--- src/rtl/cpc_write_fifo_sequencer.sv ---
// Queues decoded CPC I/O writes and hands them to the ATMega through a four-phase
// VALID/ACK handshake. Both asynchronous inputs are synchronised; serial mode flushes the queue.
//
//  state      | meaning
//  -----------+-------------------------------------------------------------
//  S_IDLE     | nothing presented; waiting for a queued byte and ACK low
//  S_PRESENT  | head byte driven with VALID high; waiting for ACK high
//  S_WAIT_LOW | head popped, VALID low; waiting for ATMega to release ACK
module cpc_write_fifo_sequencer #(
    parameter int DEPTH       = 4,
    parameter int SYNC_STAGES = 2
) (
    input  logic                       iCLK,
    input  logic                       i_RESET,
    input  logic                       iWR_STROBE,
    input  logic [7:0]                 iCPC_DATA,
    input  logic                       iSERIAL_MODE,
    output logic [7:0]                 oATMEGA_DATA,
    output logic                       oATMEGA_VALID,
    input  logic                       iATMEGA_ACK,
    output logic [$clog2(DEPTH):0]     oFIFO_COUNT,
    output logic                       oFIFO_FULL,
    output logic                       oOVERFLOW,
    input  logic                       iOVF_CLEAR
);

    localparam int AW = $clog2(DEPTH);
    localparam int CW = AW + 1;
    localparam int FW = 2;

    localparam logic [1:0] S_IDLE     = 2'd0;
    localparam logic [1:0] S_PRESENT  = 2'd1;
    localparam logic [1:0] S_WAIT_LOW = 2'd2;

    logic [SYNC_STAGES-1:0] wr_sync_q, wr_sync_d;
    logic [SYNC_STAGES-1:0] ack_sync_q, ack_sync_d;
    logic                   wr_prev_q, wr_prev_d;
    logic                   armed_q, armed_d;
    logic [FW-1:0]          fill_q, fill_d;
    logic [7:0]             mem_q [DEPTH];
    logic [7:0]             mem_d [DEPTH];
    logic [AW-1:0]          rp_q, rp_d;
    logic [AW-1:0]          wp_q, wp_d;
    logic [CW-1:0]          count_q, count_d;
    logic [1:0]             state_q, state_d;
    logic [7:0]             data_q, data_d;
    logic                   valid_q, valid_d;
    logic                   ovf_q, ovf_d;

    logic wr_s, ack_s, full, push_req, pop, push, ovf_set;

    assign wr_s  = wr_sync_q[SYNC_STAGES-1];
    assign ack_s = ack_sync_q[SYNC_STAGES-1];
    assign full  = (count_q == CW'(DEPTH));

    // The chain holds reset zeros for SYNC_STAGES cycles; edges are only trusted once
    // a genuine low sample has been seen, so a strobe held through reset does not push.
    assign push_req = armed_q & wr_s & ~wr_prev_q;
    assign pop      = (state_q == S_PRESENT) & ack_s;
    assign push     = push_req & (~full | pop);
    assign ovf_set  = push_req & full & ~pop & ~iSERIAL_MODE;

    always_comb begin
        wr_sync_d  = {wr_sync_q[SYNC_STAGES-2:0], iWR_STROBE};
        ack_sync_d = {ack_sync_q[SYNC_STAGES-2:0], iATMEGA_ACK};
        wr_prev_d  = wr_s;
        fill_d     = (fill_q != '0) ? fill_q - 1'b1 : fill_q;
        armed_d    = armed_q | ((fill_q == '0) & ~wr_s);

        mem_d   = mem_q;
        rp_d    = rp_q;
        wp_d    = wp_q;
        count_d = count_q;
        state_d = state_q;
        data_d  = data_q;
        valid_d = valid_q;

        if (push) begin
            mem_d[wp_q] = iCPC_DATA;
            wp_d        = wp_q + 1'b1;
        end
        if (pop) begin
            rp_d = rp_q + 1'b1;
        end
        if (push && !pop) begin
            count_d = count_q + 1'b1;
        end else if (pop && !push) begin
            count_d = count_q - 1'b1;
        end

        case (state_q)
            S_IDLE: begin
                if ((count_q != '0) && !ack_s) begin
                    data_d  = mem_q[rp_q];
                    valid_d = 1'b1;
                    state_d = S_PRESENT;
                end
            end
            S_PRESENT: begin
                if (ack_s) begin
                    valid_d = 1'b0;
                    state_d = S_WAIT_LOW;
                end
            end
            S_WAIT_LOW: begin
                if (!ack_s) begin
                    state_d = S_IDLE;
                end
            end
            default: begin
                valid_d = 1'b0;
                state_d = S_IDLE;
            end
        endcase

        // Set beats clear; serial mode keeps the flag.
        if (ovf_set) begin
            ovf_d = 1'b1;
        end else if (iOVF_CLEAR) begin
            ovf_d = 1'b0;
        end else begin
            ovf_d = ovf_q;
        end

        if (iSERIAL_MODE) begin
            mem_d   = mem_q;
            rp_d    = '0;
            wp_d    = '0;
            count_d = '0;
            state_d = S_IDLE;
            data_d  = 8'h00;
            valid_d = 1'b0;
        end
    end

    always_ff @(posedge iCLK) begin
        if (!i_RESET) begin
            wr_sync_q  <= '0;
            ack_sync_q <= '0;
            wr_prev_q  <= 1'b0;
            armed_q    <= 1'b0;
            fill_q     <= FW'(SYNC_STAGES);
            for (int i = 0; i < DEPTH; i++) begin
                mem_q[i] <= 8'h00;
            end
            rp_q       <= '0;
            wp_q       <= '0;
            count_q    <= '0;
            state_q    <= S_IDLE;
            data_q     <= 8'h00;
            valid_q    <= 1'b0;
            ovf_q      <= 1'b0;
        end else begin
            wr_sync_q  <= wr_sync_d;
            ack_sync_q <= ack_sync_d;
            wr_prev_q  <= wr_prev_d;
            armed_q    <= armed_d;
            fill_q     <= fill_d;
            mem_q      <= mem_d;
            rp_q       <= rp_d;
            wp_q       <= wp_d;
            count_q    <= count_d;
            state_q    <= state_d;
            data_q     <= data_d;
            valid_q    <= valid_d;
            ovf_q      <= ovf_d;
        end
    end

    assign oATMEGA_DATA  = data_q;
    assign oATMEGA_VALID = valid_q;
    assign oFIFO_COUNT   = count_q;
    assign oFIFO_FULL    = full;
    assign oOVERFLOW     = ovf_q;

endmodule

--- config.mk ---
export PLATFORM = sky130hd
export DESIGN_NAME = cpc_write_fifo_sequencer
export DESIGN_NICKNAME = d
export VERILOG_FILES = /design/src/rtl/cpc_write_fifo_sequencer.sv
export SDC_FILE = /design/constraint.sdc
export NUM_CORES = 1
export LEC_CHECK = 0
export CORE_MARGIN = 8
export CORE_UTILIZATION = 40
export CTS_BUF_LIST = sky130_fd_sc_hd__clkbuf_8
export CTS_CLUSTER_DIAMETER = 100
export DETAILED_ROUTE_END_ITERATION = 7
export PLACE_DENSITY_LB_ADDON = 0.08
export SYNTH_ARGS = -nofsm -noshare
export SYNTH_HDL_FRONTEND = slang
export SYNTH_SLANG_ARGS = --single-unit
--- constraint.sdc ---
create_clock -name iCLK -period 3.16 [get_ports iCLK]
set_clock_uncertainty 0.2 [all_clocks]
set_input_delay 0.632 -clock iCLK [delete_from_list [all_inputs] [get_ports iCLK]]
set_output_delay 0.632 -clock iCLK [all_outputs]
set_load 0.005 [all_outputs]
==> results.cfg <==
[status]
status = finished, final reports clean

[pwr]
power.total_mw = 1.67
p_leak_nw = 1.32
ir_worst_vdd_uv = 314
power_density_mw_per_mm2 = 532

[flow_run]
drv_cap = 0

[route]
vias = 1766
antenna_left = 0
drc = 0
dr.pass1.iters = 4
viasPerCell = 4.93
wl_um = 5260
post_drt_wl_per_cell_um = 14.7
drt_iter0_drc = 63

[synth]
ys_warn_count = 0
ys_ff_latch = 59
yosys.cell_count.top_type = dfxtp_1
postSynthCellCount = 248
synth_cell_type_count = 35
ys_top_cells_by_count = dfxtp_1, nand2_1, mux2i_1
avgSynthCellArea_um2 = 10.4
synth_seq_area_share_pct = 45.9
synth-async-reset-ratio_pct = 0
yosysTopAreaCellShare_pct = 45.9
synth-edff-count = 0
synth_area_mm2 = 0.00257
syn_nets = 269
synth_area_leaders = dfxtp_1, mux2i_1, mux4_2
synthFlopType = dfxtp_1
yosys.area.top_type = dfxtp_1

[clock_tree]
cts.clk_slew.worst_paths_ns = 0.07
numCtsBuffers = 9
post_cts_buffers = 0
cts_tree = yes
clockRootBuffer = clkbuf_8
cts_buffer_depth = 2
cts_max_level = 3
insertion_delay_ns = 0.34
hold_buffers = 0
cts_resized = 0
cts_sinks = 59

[worst_setup_path]
criticalPathCategory = reg2reg
cpMostUsedCell = inv_1
crit_arrival_ns = 2.77
cp-start-kind = register
end_kind = register
crit_fanout = 6
cp.required_ns = 3.22
crit_start = oFIFO_COUNT[0]
slowest_stage = dfxtp_1
max_stage_delay_ns = 0.44
crit_family = adder cells
r2r-start = oFIFO_COUNT[0]
worstPathBufferInverterCount = 2
cp_cell_sequence = or3b_1 -> inv_1 -> a211oi_4 -> ha_1 -> inv_1 -> fa_1 -> xor2_1 -> or3_2 -> a21oi_1

[layout]
nFillCells = 592
final_area_mm2 = 0.00314
antenna_cells = 0
final_util_pct = 50.0
fin_nets = 297
area.growth.synth_to_final_pct = 21.8
drive_above_1_share_pct = 13.9

[sta]
min_period_ns = 2.71
drv_slew = 0
worstMarginPinSlew_ns = 0.723
holdWs_ns = 0.241
post-route-period-util_pct = 85.7
tns_ns = 0
fmax_mhz = 369
slew_headroom_pct = 51.4
hold_viol = 0
finalSetupViolCount = 0
rsz0062_at_grt = no

[floorplanning]
core_area_mm2 = 0.00628
fp.dieH_um = 96.2
die-area_mm2 = 0.00926
io_pins = 28
start_util_pct = 41.0
rows = 29
die_x_um = 96.2

[grt]
grt_pass1_wl_um = 8710
antenna_found_initial = 0
track_usage_pct = 12.6
gr-total-overflow = 0
grt_pass1_vias = 1736
grt_max_degree = 48

[place]
hpwl_um = 3500
numPortBuffers = 27
place_area_mm2 = 0.00291
gp_congestion = 0.723

[min_path]
hold_start = wr_sync_q[0]
hold_class = reg2reg
area by class of cell:
type,instances,area [um2],share of cell area (%)
repair buffers,31,300,9.57
flip-flops and latches,59,1180,37.7
multi-input cells,166,1300,41.4
clock buffers,10,138,4.39
inverters,9,33.8,1.08
clock inverters,6,88.8,2.83
well taps,77,96.3,3.07
power by group:
| part | internal [mW] | total [mW] | switching (mW) | leakage, nW |
|---|---|---|---|---|
| Combinational | 0.0650 | 0.123 | 0.0580 | 0.733 |
| Sequential | 0.764 | 0.775 | 0.0113 | 0.477 |
| Clock | 0.465 | 0.772 | 0.307 | 0.108 |
flip-flops by register name, indices dropped and copies added (netlist names):
| register | cells |
|---|---|
| fill_q | 2 |
| armed_q | 1 |
| rp_q | 2 |
| wr_prev_q | 1 |
| ack_sync_q | 2 |
| oATMEGA_DATA | 8 |
| wp_q | 2 |
| mem_q | 32 |
| oATMEGA_VALID | 1 |
| state_q | 2 |
| wr_sync_q | 2 |
| oOVERFLOW | 1 |
| oFIFO_COUNT | 3 |
stage by stage:
| step | instances | setup slack, ns |
|---|---|---|
| 2_1_floorplan | 248 | 0.461 |
| 3_3_place_gp | 342 | 0.541 |
| 3_5_place_dp | 342 | 0.497 |
| 4_1_cts | 358 | 0.452 |
| 5_1_grt | 358 | 0.230 |
| 6_report | 358 | 0.451 |
metal layers:
metal / track usage (%) / vias to the layer above / routed length [um]
li1: - / 912 / -
met1: 16.2 / 820 / 2630
met2: 18.8 / 23 / 2320
met3: 3.28 / 11 / 192
met4: 7.30 / 0 / 117
met5: 0 / - / 0
worst paths after layout:
| path | to | slack, ns | depth (start not counted) |
|---|---|---|---|
| hold reg to reg | wr_sync_q[1] | 0.24 | 1 |
| setup / recovery | oFIFO_COUNT[2] | 0.45 | 9 |
| hold / removal | wr_sync_q[1] | 0.24 | 1 |
| setup reg to reg | oFIFO_COUNT[2] | 0.45 | 9 |
cell families after synthesis:
kind of cell    count (synthesis)  synth area share [%]
flops                          59                  45.9
xor+xnor                        5                  1.70
fa+ha+maj                       7                  3.69
simple gates                   81                  14.8
buf+inv                        23                  3.94
compound gates                 29                  8.99
mux                            44                  21.0
cell usage in the layout, fill, tap and decap left out, drive strengths merged:
cell type and instances:
nor2b 3, ha 6, and3 1, xnor2 2, clkinvlp 2, and3b 1, a211oi 1, a21oi 11
nor3 2, nor4bb 1, mux2 1, mux2i 35, a32oi 1, clkdlybuf4s50 27, xor2 3, o21a 1
and2 6, or3b 1, bufinv 2, o21ai 11, or3 4, clkinv 2, inv 9, nor2 5
buf 4, nand2b 1, dfxtp 59, clkbuf 10, fa 1, o211ai 4, nor4 1, mux4 8
nand3 8, nand2 47
worst reg2reg max path, delay by kind of cell, from the launching register on:
kind | cells | cell delay [ns]
adder cells (fa/ha/maj) | 2 | 0.61
flip-flops | 1 | 0.44
AO/OA/AOI/OAI | 2 | 0.46
buffers and inverters | 2 | 0.15
AND/OR/NAND/NOR | 2 | 0.60
XOR/XNOR | 1 | 0.17
(Power assumes the default switching activity.)
==> RTL change 1, RTL diff (same settings) <==
Change the parameter `SYNC_STAGES` from 2 to 4.
--- a/src/rtl/cpc_write_fifo_sequencer.sv
+++ b/src/rtl/cpc_write_fifo_sequencer.sv
@@ -8,7 +8,7 @@
 //  S_WAIT_LOW | head popped, VALID low; waiting for ATMega to release ACK
 module cpc_write_fifo_sequencer #(
     parameter int DEPTH       = 4,
-    parameter int SYNC_STAGES = 2
+    parameter int SYNC_STAGES = 4
 ) (
     input  logic                       iCLK,
     input  logic                       i_RESET,
Formal check against the unedited RTL: not equivalent (Yosys sat finds a counterexample within 10 cycles, from zero or initial values and one cycle with i_RESET low).
==> RTL change 1 against the unedited design <==
  * Sequential cell count grew 4
  * Wire length grew 2.8%
  * Design area grew 3.8%
  * Worst setup slack gained 0.019 ns
  * Core utilization shrank 0.97 points
  * Synthesized area grew 4.2%
  * Synthesized cell count grew 3.6%
  * Count of clock-buffer cells in the layout grew 2
  * Critical endpoint unchanged
  * Global-route usage shrank 0.61 points
Power is not compared: it rests on default switching activity, and its combinational part moved more than twofold at a synthesized area within 25%.
==> RTL change 1: results <==
export IMPL_wl_um=5410
export IMPL_r2r_slack_ns=0.47
export IMPL_cp_data_arrival_time_ns=2.75
export IMPL_cp_slowest_stage_delay_ns=0.42
export IMPL_hpwl_um=3710
export IMPL_grt_pass1_vias=1840
export IMPL_yosysUniqueCellTypes=32
export IMPL_slew_headroom_pct=51.5
export IMPL_initial_core_util_pct=40.4
export IMPL_placed_cell_area_um2=3010
export IMPL_grt_pass1_wl_um=9060
export IMPL_drive_gt1_share_pct=13.1
export IMPL_gp_congestion=0.672
export IMPL_holdPathEnd="wr_sync_q[2]"
export IMPL_drt_vias_per_instance=4.99
export IMPL_crit_family="simple AND/OR/NAND/NOR gates"
export IMPL_holdWs_ns=0.236
export IMPL_place_inst=354
export IMPL_fin_cells=370
export IMPL_ys_seq_area_share_pct=47.0
export IMPL_async_flop_share_pct=0
export IMPL_min_from="wr_sync_q[1]"
export IMPL_fin_nets=306
export IMPL_status="completed"
export IMPL_cts_setup_buffers=0
export IMPL_grt_max_degree=41
export IMPL_netlist_instances=257
export IMPL_period_needed_ns=2.69
## RTL change 1: changes by cell type after synthesis, sizes merged
cell,delta
and2,+5
dfxtp,+4
buf,-1
clkbuf,+1
mux2,-1
o21ai,+1
## RTL change 1: final cells by class
cell class              instances  area, µm²
clock buffers                  12        165
clock inverters                 4       76.3
fillers                       652       3390
inverters                       9       33.8
multi-input cells             171       1320
flip-flops and latches         63       1260
well taps                      80        100
repair buffers                 31        295
## RTL change 1: layer usage
metal | track usage, % | share of wire [%] | up-vias
met4 | 6.83 | 1.8 | 0
met3 | 3.56 | 4.4 | 8
met1 | 15.0 | 49 | 879
met2 | 18.1 | 45 | 28
met5 | 0 | 0 | -
li1 | - | - | 931
## RTL change 1: power breakdown
part | leakage (nW) | internal, mW | switching (mW)
combinational | 0.731 | 0.0234 | 0.0277
clock | 0.119 | 0.510 | 0.318
sequential | 0.509 | 0.799 | 0.00239
total | 1.36 | 1.33 | 0.348
## RTL change 1: worst max-delay path by stage
stage | start | end | depth (start not counted)
6_report | state_q[0] | oFIFO_COUNT[2] | 9
5_1_grt | state_q[0] | oFIFO_COUNT[2] | 9
4_1_cts | state_q[0] | oFIFO_COUNT[2] | 9
3_5_place_dp | state_q[0] | oFIFO_COUNT[2] | 9
3_3_place_gp | state_q[0] | oFIFO_COUNT[2] | 9
2_1_floorplan | oFIFO_COUNT[0] | oFIFO_COUNT[2] | 10
## RTL change 1: kinds of logic after synthesis
logic type | after synthesis | share of synthesized area, %
flops | 63 | 47.0
simple gates | 86 | 15.3
compound gates | 30 | 8.82
fa+ha+maj | 7 | 3.54
xor+xnor | 5 | 1.63
buf+inv | 23 | 3.87
mux | 43 | 19.8
==> RTL change 2, RTL diff (same settings) <==
Made on the original files. Register the input `iSERIAL_MODE` before use. The logic sees it one clock later. The other inputs are not delayed to match.
--- a/src/rtl/cpc_write_fifo_sequencer.sv
+++ b/src/rtl/cpc_write_fifo_sequencer.sv
@@ -32,6 +32,12 @@
     localparam logic [1:0] S_PRESENT  = 2'd1;
     localparam logic [1:0] S_WAIT_LOW = 2'd2;
 
+    logic iSERIAL_MODE_q;
+
+    always_ff @(posedge iCLK) begin
+        iSERIAL_MODE_q <= iSERIAL_MODE;
+    end
+
     logic [SYNC_STAGES-1:0] wr_sync_q, wr_sync_d;
     logic [SYNC_STAGES-1:0] ack_sync_q, ack_sync_d;
     logic                   wr_prev_q, wr_prev_d;
@@ -58,7 +64,7 @@
     assign push_req = armed_q & wr_s & ~wr_prev_q;
     assign pop      = (state_q == S_PRESENT) & ack_s;
     assign push     = push_req & (~full | pop);
-    assign ovf_set  = push_req & full & ~pop & ~iSERIAL_MODE;
+    assign ovf_set  = push_req & full & ~pop & ~iSERIAL_MODE_q;
 
     always_comb begin
         wr_sync_d  = {wr_sync_q[SYNC_STAGES-2:0], iWR_STROBE};
@@ -122,7 +128,7 @@
             ovf_d = ovf_q;
         end
 
-        if (iSERIAL_MODE) begin
+        if (iSERIAL_MODE_q) begin
             mem_d   = mem_q;
             rp_d    = '0;
             wp_d    = '0;
Formal check against the unedited RTL: not equivalent (a bounded check fails within 10 cycles, from zero or initial values and one cycle with i_RESET low).
==> RTL change 2 against the unedited design <==
  * Clock power is 24% lower
  * Count of clock-buffer cells in the layout stayed put
  * Design area is 1.2% lower
  * Wire length is 2.3% higher
  * Hold slack better by 0.0031 ns
  * Worst setup slack better by 0.0035 ns
  * Global-route usage is 0.27 points higher
  * First-iteration DRC count is 3.2% lower
  * Power is 10% lower
  * Critical path depth stayed put
  * Sequential cell count is 1 higher
  * Synthesized area is 0.78% higher
  * Largest cell class unchanged
  * Largest power group unchanged
==> RTL change 2: results <==
export IMPL_synth_warnings=0
export IMPL_cts_resized=0
export IMPL_critPathMaxFanout=6
export IMPL_cp_slowest_stage_delay_ns=0.44
export IMPL_fillers=595
export IMPL_synth_area_leaders="dfxtp_1, mux2i_1, mux4_2"
export IMPL_cp_data_arrival_time_ns=2.76
export IMPL_grt_use_total_pct=12.9
export IMPL_crit_path_top_delay_cell="dfxtp_1"
export IMPL_antenna_found_initial=0
export IMPL_wl_um=5380
export IMPL_grt_pass1_vias=1770
export IMPL_leakagePower_nw=1.31
export IMPL_cts_reportedPaths_clkPinSlew_ns=0.07
export IMPL_drive_gt1_share_pct=13.5
export IMPL_startpoint_type="flip-flop"
export IMPL_worstReg2RegStart="oFIFO_COUNT[0]"
export IMPL_fin_nets=298
export IMPL_root_buffer="clkbuf_8"
export IMPL_end_kind="flip-flop"
export IMPL_grt_max_degree=50
export IMPL_ys_seq_area_share_pct=46.3
export IMPL_via_count=1730
export IMPL_hp_class="flip-flop to flip-flop"
export IMPL_htree_levels=3
export IMPL_io_buffers=27
export IMPL_r2r_slack_ns=0.45
export IMPL_largest_register="mem_q"
export IMPL_largest_register_ffs=32
export IMPL_multi_input_area_um2=1300
export IMPL_async_flop_share_pct=0
export IMPL_synth_commonest_cells="dfxtp_1, nand2_1, mux2i_1"
export IMPL_first_pass_iters=4
export IMPL_crit_reg2reg_capture="oFIFO_COUNT[2]"
export IMPL_clock_path_buffers=2
export IMPL_cts_setup_buffers=0
export IMPL_ir_worst_vdd_mv=0.277
export IMPL_synth_fp_nets=270
export IMPL_placed_cell_area_um2=2930
export IMPL_gp_congestion=0.710
export IMPL_grt_pass1_wl_um=8940
export IMPL_numCtsBuffers=9
export IMPL_n_antenna_cell=0
export IMPL_drtIter0Drc=61
export IMPL_yosysUniqueCellTypes=35
export IMPL_tightest_slew_ns=0.798
export IMPL_hpwl_um=3630
export IMPL_status="completed"
export IMPL_insertion_delay_ns=0.33
export IMPL_ff2ff_path_depth=9
==> RTL change 2: cell count changes in the layout (fill, tap and decap cells not counted), sizes merged <==
cell / before / now
dfxtp: 59 / 60
inv: 9 / 10
bufinv: 2 / 0
clkinv: 2 / 4
clkinvlp: 2 / 1
==> RTL change 2: cells by family (layout without fill, tap and decap cells) <==
kind of cell	after synthesis	in the layout	synth area share, %
simple gates	81	81	14.7
compound gates	29	29	8.92
fa+ha+maj	7	7	3.66
xor+xnor	5	5	1.69
flops	60	60	46.3
buf+inv	23	56	3.91
mux	44	44	20.9
==> RTL change 2: final cells by class <==
type / instances / area share [%]
multi-input cells: 166 / 41.9
repair buffers: 31 / 9.69
well taps: 77 / 3.11
clock inverters: 6 / 1.01
flip-flops and latches: 60 / 38.8
clock buffers: 10 / 4.44
inverters: 9 / 1.09
==> RTL change 2: worst min-delay path by stage <==
| stage | depth (start not counted) | from | end | slack (ns) |
|---|---|---|---|---|
| final | 1 | wr_sync_q[0] | wr_sync_q[1] | 0.24 |
| after floorplan | 1 | ack_sync_q[0] | ack_sync_q[1] | 0.21 |
| after CTS | 1 | wr_sync_q[0] | wr_sync_q[1] | 0.24 |
| after global placement | 1 | wr_sync_q[0] | wr_sync_q[1] | 0.23 |
| after detailed placement | 1 | wr_sync_q[0] | wr_sync_q[1] | 0.23 |
| after global routing | 2 | mem_q[19] | mem_q[19] | 0.28 |
==> RTL change 2: through the flow <==
stage / util [%] / cells / setup slack [ns]
floorplan: - / 249 / 0.461
global placement: 46.4 / 343 / 0.531
detailed placement: 46.4 / 343 / 0.461
CTS: 49.1 / 359 / 0.438
global route: 49.1 / 359 / 0.316
finish: 49.1 / 359 / 0.454
==> RTL change 2: power breakdown <==
group	internal [mW]	switching [mW]	total, mW
clock network	0.297	0.291	0.588
registers	0.778	0.0123	0.790
logic	0.0648	0.0579	0.123
total	1.14	0.361	1.50
==> RTL change 2: metal layers <==
metal  routed length, µm  track usage [%]  part of all wire, %
met1                2800             16.7                   52
met2                2260             19.1                   42
met3                 232             4.25                  4.3
met4                  88             6.05                  1.6
met5                   0                0                    0
==> RTL change 2: critical path: cells and delay by family (launching register included) <==
family / cells / cell delay (ns)
AOI/OAI and AO/OA: 2 / 0.46
xor gates and xnor gates: 1 / 0.18
adders and majority gates: 2 / 0.60
buffers and inverters: 2 / 0.15
DFF: 1 / 0.44
and+or+nand+nor: 2 / 0.58
